===== config.mk =====
export PLATFORM = sky130hd
export DESIGN_NAME = systolic_col_sched
export DESIGN_NICKNAME = d
export VERILOG_FILES = /design/src/rtl/systolic_col_sched.sv
export SDC_FILE = /design/constraint.sdc
export NUM_CORES = 1
export LEC_CHECK = 0
export ABC_AREA = 1
export CAP_MARGIN = 20
export CORE_ASPECT_RATIO = 0.9
export CORE_MARGIN = 3
export CORE_UTILIZATION = 40
export DETAILED_ROUTE_END_ITERATION = 16
export GPL_TIMING_DRIVEN = 0
export PLACE_DENSITY_LB_ADDON = 0.08
export SLEW_MARGIN = 20
export SYNTH_ARGS = -nofsm -noshare
export SYNTH_HDL_FRONTEND = slang
export SYNTH_SLANG_ARGS = --single-unit
export TNS_END_PERCENT = 10

===== constraint.sdc =====
create_clock -name clk -period 3.4 [get_ports clk]
set_clock_uncertainty 0.1 [all_clocks]
set_input_delay 0.34 -clock clk [delete_from_list [all_inputs] [get_ports clk]]
set_output_delay 0.34 -clock clk [all_outputs]
set_load 0.05 [all_outputs]

===== src/rtl/systolic_col_sched.sv =====
// Column scheduler for a systolic PE array: loads one weight word per column, feeds the
// left-edge data beats, then drains the MAC pipeline through a per-column valid delay chain.
module systolic_col_sched #(
    parameter int unsigned NUM_COL = 8,
    parameter int unsigned MAC_LAT = 2,
    parameter int unsigned KW      = 16
) (
    input  logic               clk,
    input  logic               rst_n,
    input  logic               start,
    input  logic [3:0]         Tin_factor,
    input  logic [KW-1:0]      cfg_k_groups,
    input  logic               wt_vld,
    output logic [NUM_COL-1:0] wt_load,
    input  logic               dat_vld,
    output logic               feed_en,
    output logic [NUM_COL-1:0] col_vld,
    output logic               busy,
    output logic               done,
    output logic               cfg_err
);

    localparam int unsigned CW = (NUM_COL > 1) ? $clog2(NUM_COL) : 1;
    localparam int unsigned CL = MAC_LAT + NUM_COL - 1;
    localparam logic [CW-1:0] LastCol = CW'(NUM_COL - 1);

    typedef enum logic [2:0] {StIdle, StWtLoad, StFeed, StDrain, StDone} state_e;

    state_e        state;
    logic [CW-1:0] col_idx;
    logic [KW-1:0] beat_cnt;
    logic [KW-1:0] beats_q;
    logic          cfg_err_q;
    logic [CL-1:0] chain;
    logic [CL-1:0] chain_nxt;

    logic          cfg_legal;
    logic [1:0]    shamt;
    logic [KW-1:0] beats_calc;
    logic [KW-1:0] rem_mask;

    // ceil(k / Tin) as shift plus round-up on any remainder bit; cannot overflow KW bits
    always_comb begin
        cfg_legal = 1'b1;
        shamt     = 2'd0;
        unique case (Tin_factor)
            4'd1:    shamt = 2'd0;
            4'd2:    shamt = 2'd1;
            4'd4:    shamt = 2'd2;
            4'd8:    shamt = 2'd3;
            default: cfg_legal = 1'b0;
        endcase
        if (cfg_k_groups == '0) cfg_legal = 1'b0;
        rem_mask   = ~({KW{1'b1}} << shamt);
        beats_calc = (cfg_k_groups >> shamt) + KW'(|(cfg_k_groups & rem_mask));
    end

    always_comb begin
        wt_load = '0;
        if (state == StWtLoad && wt_vld) wt_load = NUM_COL'(1) << col_idx;
        feed_en = (state == StFeed) && dat_vld;
        busy    = (state != StIdle);
        done    = (state == StDone);
        cfg_err = cfg_err_q;
    end

    always_comb begin
        chain_nxt[0] = feed_en;
        for (int i = 1; i < int'(CL); i++) chain_nxt[i] = chain[i-1];
        for (int c = 0; c < int'(NUM_COL); c++) col_vld[c] = chain[MAC_LAT + c - 1];
    end

    always_ff @(posedge clk) begin
        if (!rst_n) begin
            state     <= StIdle;
            col_idx   <= '0;
            beat_cnt  <= '0;
            beats_q   <= '0;
            cfg_err_q <= 1'b0;
            chain     <= '0;
        end else begin
            cfg_err_q <= 1'b0;
            chain     <= chain_nxt;
            unique case (state)
                StIdle: begin
                    if (start) begin
                        if (cfg_legal) begin
                            beats_q <= beats_calc;
                            col_idx <= '0;
                            state   <= StWtLoad;
                        end else begin
                            cfg_err_q <= 1'b1;
                        end
                    end
                end
                StWtLoad: begin
                    if (wt_vld) begin
                        if (col_idx == LastCol) begin
                            beat_cnt <= '0;
                            state    <= StFeed;
                        end else begin
                            col_idx <= col_idx + CW'(1);
                        end
                    end
                end
                StFeed: begin
                    if (dat_vld) begin
                        beat_cnt <= beat_cnt + KW'(1);
                        if (beat_cnt == beats_q - KW'(1)) state <= StDrain;
                    end
                end
                // Leave once the chain will be empty, so DONE is the first all-quiet cycle
                StDrain: begin
                    if (chain_nxt == '0) state <= StDone;
                end
                StDone:  state <= StIdle;
                default: state <= StIdle;
            endcase
        end
    end

endmodule


Word level (Yosys, flattened, before mapping)
Cells that the tools add are included.
{"block": "word_totals", "ff_bits": 48, "latchBits": 0, "ramBits": 0, "romBits": 0, "input_bits": 25, "out_inout_bits": 20, "word_cells": 70, "n_memories": 0}
{"block": "op_classes", "n_addsub": 4, "multipliers": 0, "div": 0, "n_lt_le_gt_ge": 0, "eq_ne": 18, "n_shift": 3, "muxes": 22, "n_bitwise": 2, "n_reduce_logical": 15}
{"op": "$mux 16", "count": 3}
{"op": "$mux 3", "count": 11}
{"op": "$pmux 16 s2", "count": 1}
{"op": "$add 16x1->16", "count": 1}
{"op": "$add 16x1->16 const B", "count": 1}
{"op": "$and 16x16->16", "count": 1}
{"op": "$eq 16x16->1", "count": 1}
{"op": "$logic_not 16->1", "count": 1}
{"op": "$not 16->16", "count": 1}
{"op": "$reduce_or 16->1", "count": 1}
{"op": "$shl 16x2->16 const A", "count": 1}
{"op": "$shr 16x2->16", "count": 1}
{"op": "$sub 16x1->16 const B", "count": 1}
{"op": "$ne 2x2->1 const B", "count": 6}
{"op": "$pmux 3 s4", "count": 1}
{"op": "$logic_not 9->1", "count": 1}
{"op": "$mux 8", "count": 1}
{"op": "$shl 1x3->8 const A", "count": 1}
{"op": "$reduce_and 7->1", "count": 1}
{"op": "$eq 3x2->1 const B", "count": 2}
{"op": "$eq 3x3->1 const B", "count": 2}
{"op": "$pmux 2 s3", "count": 1}
{"op": "$pmux 3 s2", "count": 1}
{"op": "$reduce_and 3->1", "count": 2}
{"op": "other kinds (15)", "count": 20}

Depth between registers and ports, before layout
Gate-level depths: netlist of run 1.
{"block": "logic_depth", "depth_word": 7, "mapped_depth": 18}

Least setup slack after synthesis of run 1
Ideal clock, no wire load.
{"block": "synth_path", "path_kind": "reg-to-output", "start": "register state[1]", "end": "output wt_load[0]", "t_arrival_ps": 1905, "required_ps": 2960, "path_slack_ps": 1055, "stages_incl_launch_ff": 4, "cell_sequence": "dfxtp_1 -> nor3_4 -> nand2_2 -> nor3_1"}
{"block": "synth_between", "elab_chain_cells": 3}
{"item": "from (decl)", "line_no": "29", "text": "state_e state;"}
{"item": "from (signal assigned)", "line_no": "75", "text": "state <= StIdle;"}
{"item": "from (signal assigned)", "line_no": "90", "text": "state <= StWtLoad;"}
{"item": "from (signal assigned)", "line_no": "100", "text": "state <= StFeed;"}
{"item": "$eq 3x1->1", "line_no": "60", "text": "if (state == StWtLoad && wt_vld) wt_load = NUM_COL'(1) << col_idx;"}
{"item": "$logic_and 1x1->1", "line_no": "60"}
{"item": "$mux 8", "line_no": "60"}
{"item": "to (decl)", "line_no": "14", "text": "output logic [NUM_COL-1:0] wt_load,"}
No other way between the ends.

Worst setup path after layout of run 1
{"block": "layout_path", "start": "input Tin_factor[3]", "end": "register beats_q[6]"}
{"block": "layout_between", "elab_chain_cells": 7, "word_cells_on_any_way": 15, "classes_between": "add/sub: 1; eq/ne: 4; shift: 2; mux: 3; bitwise: 2; reduce/logical: 3"}
{"item": "from (decl)", "line_no": "11", "text": "input logic [3:0] Tin_factor,"}
{"item": "$eq 4x4->1, or another cell as far along", "line_no": "46", "text": "unique case (Tin_factor)"}
{"item": "$pmux 2 s3", "line_no": "46"}
{"item": "$shl 16x2->16", "line_no": "54", "text": "rem_mask = ~({KW{1'b1}} << shamt);"}
{"item": "$not 16->16", "line_no": "54"}
{"item": "$and 16x16->16", "line_no": "55", "text": "beats_calc = (cfg_k_groups >> shamt) + KW'(|(cfg_k_groups & rem_mask));"}
{"item": "$reduce_or 16->1", "line_no": "55"}
{"item": "$add 16x1->16", "line_no": "55"}
{"item": "to (signal assigned)", "line_no": "88", "text": "beats_q <= beats_calc;"}
{"item": "to (decl)", "line_no": "32", "text": "logic [KW-1:0] beats_q;"}
Several ways; a longest one is shown, not always the timed one.
A chain may end at the register's enable or synchronous reset.

==> out/qor.txt, run 1 <==
Outcome - completed
CP Data Required Time - 3.48 ns
Largest net degree at the start of global routing - 16
Initial antenna violation count - 0
Clk pin slew, worst setup/hold paths - 0.06 ns
Pint - 1230 uW
Arr. time, crit path - 2.82 ns
Slew Viols, Final - 0
Final worst-path cycle share - 80.4%
Net Sw Frac - 41.8%
Complex-gate fraction of the synthesized area - 8.77%
Die outline height - 102 um
CP Capture Type - flip-flop
RSZ-0062 raised after global routing - no
Final Critical Period - 2.74 ns
CTS Sinks - 48
DR vias/cell - 5.01
Final Hold Fails - 0
P&R area growth vs syn - 18.4%
Pre-antenna DRT Iters - 5
Worst slew pin tran - 0.543 ns
Maximum vdd drop - 0.369 mV
Placed cells - 841
Width of the die - 113 um
Most frequent cells in the layout - 169 x nand2_1, 99 x nand3_1, 95 x inv_1, 56 x nor2_1, 48 x dfxtp_1
Root Buffer - clkbuf_16
Pwr/cell area - 435 nW/um2
Commonest non-fill, non-tap cell in the layout - nand2_1
Post-route ant nets - 0
Register bit total from synthesis - 48
Syn nets - 706
Synthesized instance count - 671
Crit path launch type - input port
Routability cong. - 0.950
Final net count - 757
Ys Warns - 0
# setup viols final - 0
Layout Cells excl Fill - 849
Initial Utilization - 41.7%
Tot Pwr - 2110 uW
Clk pwr share - 23.7%
Rel. slew slack - 63.8%
Leak - 0.00229 uW
DRC viols - 0
Hold crit path type - reg2reg
Core area - 9830 um2
CTS tree - built
Seq pwr share - 31.5%
Area share of fa/ha/maj cells after synthesis - 3.05%
H-tree Lvls - 2
# hold bufs at CTS - 0
Post-synthesis area per instance - 6.10 um2
Post-synthesis xor/xnor area fraction - 5.13%
Vias in the first global route - 3965
Combinational Power Share - 44.8%
Detailed Route Iter0 Violations - 277
First-pass GRT wire length - 18500 um
Post_cts resized - 0
Routed length per instance - 12.6 um
Cell variety after synth - 36
Row cnt - 34
Setup tns final - 0 ns
Layout cells sized above 1 - 10.5%
Largest family of logic cells by synthesized area - simple AND/OR/NAND/NOR gates
Register area share after synthesis - 23.5%
PortBufs - 44
Die Footprint - 11500 um2
Clock Path Buffers - 2
I/O pins - 45
Inserted Diodes - 0
CP max FO - 10
Via count - 4255
Sw power - 881 uW
Synthesized area - 4100 um2
Gr usage total - 19.3%
Peak Freq - 366 MHz
CP Class - in2reg
Total Wirelength - 10700 um
Remaining Overflow, GRT - 0
Clk Latency, worst-skew pair - 0.29 ns
Post-synthesis mux area share - 0%
MaxCap Viol Count - 0
Total CTS buffers - 5
Synth Area in Simple Gates - 46.4%
Fillers - 1025
# Post-CTS Setup Buffers - 0
Hpwl dp - 8750 um
[worst paths after layout]
path	cells after the start	endpoint	slack, ns	startpoint
hold reg to reg	2	chain[1]$_SDFF_PN0_	0.34	chain[0]$_SDFF_PN0_
setup reg to reg	11	state[0]$_SDFFE_PN0P_	1.20	beats_q[0]$_SDFFE_PN0P_
setup / recovery	15	beats_q[6]$_SDFFE_PN0P_	0.66	Tin_factor[3]
hold / removal	2	chain[1]$_SDFF_PN0_	0.34	chain[0]$_SDFF_PN0_
[cell type report]
class                      instances  area, um2  share of cell area, %
buffer                            23        166                   3.43
inverter                          99        374                   7.72
tap                              126        158                   3.25
timing repair buffer              44        440                   9.08
sequential                        48        961                   19.8
multi-input combinational        501       2590                   53.5
clock buffer                       6        139                   2.86
clock inverter                     2       15.0                  0.310
[cell families after synthesis]
family | count (synthesis)
AND/OR/NAND/NOR | 404
buffers and inverters | 122
AO/OA/AOI/OAI | 63
flip-flops | 48
XOR/XNOR | 24
adder cells (fa/ha/maj) | 10
[sequential cells by signal (all words and copies together) (netlist names)]
signal / cells
col_idx: 3
beat_cnt: 16
beats_q: 16
cfg_err: 1
chain: 9
state: 3
[metrics by stage]
step | hold WS [ns] | utilization [%] | setup slack [ns] | area [um2]
floorplan | 0.307 | - | 1.05 | 4100
global placement | 0.312 | 47.8 | 0.381 | 4690
detailed placement | 0.326 | 47.8 | 0.374 | 4690
CTS | 0.340 | 49.3 | 0.611 | 4850
global route | 0.364 | 49.3 | 0.390 | 4850
finish | 0.340 | 49.3 | 0.665 | 4850
[metal layers]
metal  vias to the layer above  global-route usage [%]  part of all wire [%]
met5                         -                       0                     0
met4                         0                    3.42                  0.45
met3                         7                    2.96                   5.1
met2                        99                    29.9                    41
met1                      1903                    28.8                    53
li1                       2246                       -                     -
[synthesized netlist by cell type, drive strengths merged]
| library cell | instances | area share (%) |
|---|---|---|
| nand3 | 103 | 13 |
| clkinv | 1 | 0.092 |
| o2111a | 1 | 0.27 |
| ha | 10 | 3.1 |
| nand2 | 186 | 18 |
| buf | 20 | 3.8 |
| inv | 98 | 9.0 |
| nor2 | 73 | 8.2 |
| o21ai | 26 | 3.4 |
| o221ai | 1 | 0.21 |
| nand3b | 5 | 0.92 |
| o21a | 5 | 0.92 |
| a21oi | 29 | 3.8 |
| xnor2 | 9 | 1.9 |
| nor3 | 19 | 3.0 |
| nor4 | 9 | 1.4 |
| or2 | 1 | 0.15 |
| o21bai | 1 | 0.18 |
| xor2 | 15 | 3.2 |
| clkbuf | 3 | 0.27 |
| dfxtp | 48 | 23 |
| nand4 | 8 | 1.2 |
[critical path, stage by stage]
cell	delay (ns)
clkdlybuf4s50_1	0.52
inv_2	0.05
nor2_2	0.12
nand2_4	0.12
nand2_4	0.17
inv_4	0.08
buf_6	0.15
o221ai_1	0.18
ha_1	0.23
ha_1	0.21
nand3_1	0.16
nor2_4	0.19
xor2_1	0.09
o21ai_0	0.15
inv_1	0.05
[power groups by stage]
stage	registers (uW)	clock network (uW)	logic (uW)
2_1_floorplan	669	0	706
3_3_place_gp	676	0	921
3_5_place_dp	677	0	937
4_1_cts	665	511	944
5_1_grt	673	528	1080
6_report	665	500	945
No activity file was read; power rests on OpenSTA's default activity.
==> run 2, diff against run 1 <==
clock period = 2.3 ns   (was 3.4 ns; I/O delays follow)
==> run 2 against run 1 <==
Effect of this change:
- flip-flop and latch count did not move
- utilization rose by 0.85 points
- clock power rose by 47%
- combinational power rose by 50%
- sequential share of layout area fell by 0.34 points
- wire length rose by 1.7%
- critical path depth fell by 11
- sequential power rose by 48%
- non-clock buffer count rose by 3
- via count rose by 0.85%
- cell area rose by 1.7%
==> out/qor.txt, run 2 (same netlist as run 1, synthesis figures left out) <==
Register Area - 961 um2 (unchanged)
Commonest non-fill, non-tap cell in the layout - nand2_1
Width of the die - 113 um (unchanged)
Clock Path Buffers - 2 (unchanged)
Critical-path cell list - nor3_4 > nand2_2 > nor2_1 > clkdlybuf4s15_1
Die Footprint - 11500 um2 (unchanged)
Maximum vdd drop - 0.506 mV (+37%)
Crit path to - wt_load[3]
DRC viols - 0 (unchanged)
Routability cong. - 0.950 (unchanged)
Via count - 4291 (+0.85%)
Post-route ant nets - 0 (unchanged)
Post-layout util - 50.2% (+0.85 points)
Setup slack, reg-to-reg - 0.17 ns (-1.03 ns)
CP Capture Type - output pin
P&R area growth vs syn - 20.4%
Crit path max-delay family - simple AND/OR/NAND/NOR gates
Crit path launch type - flip-flop
Pre-antenna DRT Iters - 4 (-1)
Die outline height - 102 um (unchanged)
CP peak stage delay - 0.50 ns (-0.02 ns)
Vias in the first global route - 3991 (+0.66%)
Clk pin slew, worst setup/hold paths - 0.07 ns (about the same)
R2r startpoint - state[1]$_SDFFE_PN0P_
H-tree Lvls - 2 (unchanged)
PortBufs - 44 (unchanged)
CP max FO - 9 (-1)
Pwr/cell area - 636 nW/um2 (+46%)
RSZ-0062 raised after global routing - yes
CTS Sinks - 48 (unchanged)
Peak Freq - 451 MHz
I/O pins - 45 (unchanged)
# setup viols final - 0 (unchanged)
Detailed Route Iter0 Violations - 229 (-17%)
WHS - 0.340 ns (+0.0000190 ns)
Outcome - completed
Remaining Overflow, GRT - 0 (unchanged)
Final net count - 760 (+0.40%)
Tot Pwr - 3140 uW (+49%)
Clk Latency, worst-skew pair - 0.29 ns (about the same)
Layout cells sized above 1 - 13.6% (+3.1 points)
DP Worst Slack - -0.616 ns (-0.990 ns)
Leak - 0.00237 uW (+3.3%)
Core area - 9830 um2 (unchanged)
Root Buffer - clkbuf_16
Setup ws final - 0.0831 ns (-0.582 ns)
First-pass GRT wire length - 18600 um (+0.59%)
CP Class - reg2out
R2r endpoint - beat_cnt[12]$_SDFFE_PN0P_
Crit-path slowest cell - clkdlybuf4s15_1
CP Data Required Time - 1.97 ns (-1.51 ns)
Rel. slew slack - 61.9% (-1.9 points)
Final worst-path cycle share - 96.4%
Slew Viols, Final - 0 (unchanged)
Final Hold Fails - 0 (unchanged)
WP buf/inv - 1 (-4)
Routed length per instance - 12.8 um (+1.3%)
Total Wirelength - 10900 um (+1.7%)
Worst slew pin tran - 0.571 ns (+0.0281 ns)
Inserted Diodes - 0 (unchanged)
Largest regs - beat_cnt: 16 flops, beats_q: 16 flops, chain: 9 flops
Area occupied by multi-input gates - 2680 um2 (+3.1%)
DR vias/cell - 5.04 (+0.49%)
Row cnt - 34 (unchanged)
Hpwl dp - 8750 um (unchanged)
Worst setup path startpoint - state[1]$_SDFFE_PN0P_
Largest net degree at the start of global routing - 16 (unchanged)
MaxCap Viol Count - 0 (unchanged)
Arr. time, crit path - 1.89 ns (-0.93 ns)
WP depth - 4 (-11)
Initial Utilization - 41.7% (unchanged)
CTS tree - built
Final Critical Period - 2.22 ns
Total CTS buffers - 5 (unchanged)
Fillers - 1013 (-1.2%)
Hold crit path type - reg2reg
Initial antenna violation count - 0 (unchanged)
Reg2reg path depth - 7 (-4)
Gr usage total - 19.4% (+0.10 points)
Setup tns final - 0 ns (unchanged)
Most frequent cells in the layout - 169 x nand2_1, 96 x nand3_1, 95 x inv_1, 53 x nor2_1, 48 x dfxtp_1
## run 2: repair_timing
action,in CTS,in global routing
buffers inserted,1,2
hold buffers,0,0
setup endpoints to repair,25,27
endpoints found under the hold margin,0,0
gates resized for setup,37,29
cloned,0,0
pin swaps,4,9
## run 2: where the power goes
group	internal [uW]	total (uW)	switching (uW)
Combinational	486	1420	931
Sequential	902	984	81.5
Clock	432	737	305
Total	1820	3140	1320
## run 2: layout make-up
| type | instances | area share, % |
|---|---|---|
| well taps | 126 | 3.20 |
| plain buffers | 23 | 3.53 |
| inverters | 99 | 7.58 |
| clock buffers | 6 | 2.82 |
| repair buffers | 47 | 8.85 |
| multi-input cells | 501 | 54.2 |
| clock inverters | 2 | 0.304 |
| flip-flops and latches | 48 | 19.5 |
## run 2: worst min-delay path by stage
| stage | start | to | cells after the start |
|---|---|---|---|
| 2_1_floorplan | dat_vld | chain[0]$_SDFF_PN0_ | 2 |
| 3_3_place_gp | chain[0]$_SDFF_PN0_ | chain[1]$_SDFF_PN0_ | 2 |
| 3_5_place_dp | chain[0]$_SDFF_PN0_ | chain[1]$_SDFF_PN0_ | 2 |
| 6_report | chain[0]$_SDFF_PN0_ | chain[1]$_SDFF_PN0_ | 2 |
| 4_1_cts | chain[0]$_SDFF_PN0_ | chain[1]$_SDFF_PN0_ | 2 |
| 5_1_grt | chain[0]$_SDFF_PN0_ | chain[1]$_SDFF_PN0_ | 2 |
## run 2: worst reg2reg max path: cells and delay by family (launching register included)
kind / cells / cell delay (ns)
and+or+nand+nor: 3 / 0.68
DFF: 1 / 0.39
AOI/OAI and AO/OA: 3 / 0.61
buffers and inverters: 1 / 0.25
## run 2: metrics by stage
stage / instances / instance area, um2
6_report: 852 / 4930
5_1_grt: 852 / 4930
3_5_place_dp: 841 / 4690
2_1_floorplan: 671 / 4100
3_3_place_gp: 841 / 4690
4_1_cts: 850 / 4900
## run 2: layer usage
layer | GRT usage, % | routed length [um] | up-vias
met5 | 0 | 0 | -
met4 | 3.42 | 80 | 0
met3 | 2.96 | 759 | 9
met2 | 30.2 | 4560 | 100
met1 | 28.8 | 5520 | 1931
li1 | - | - | 2251
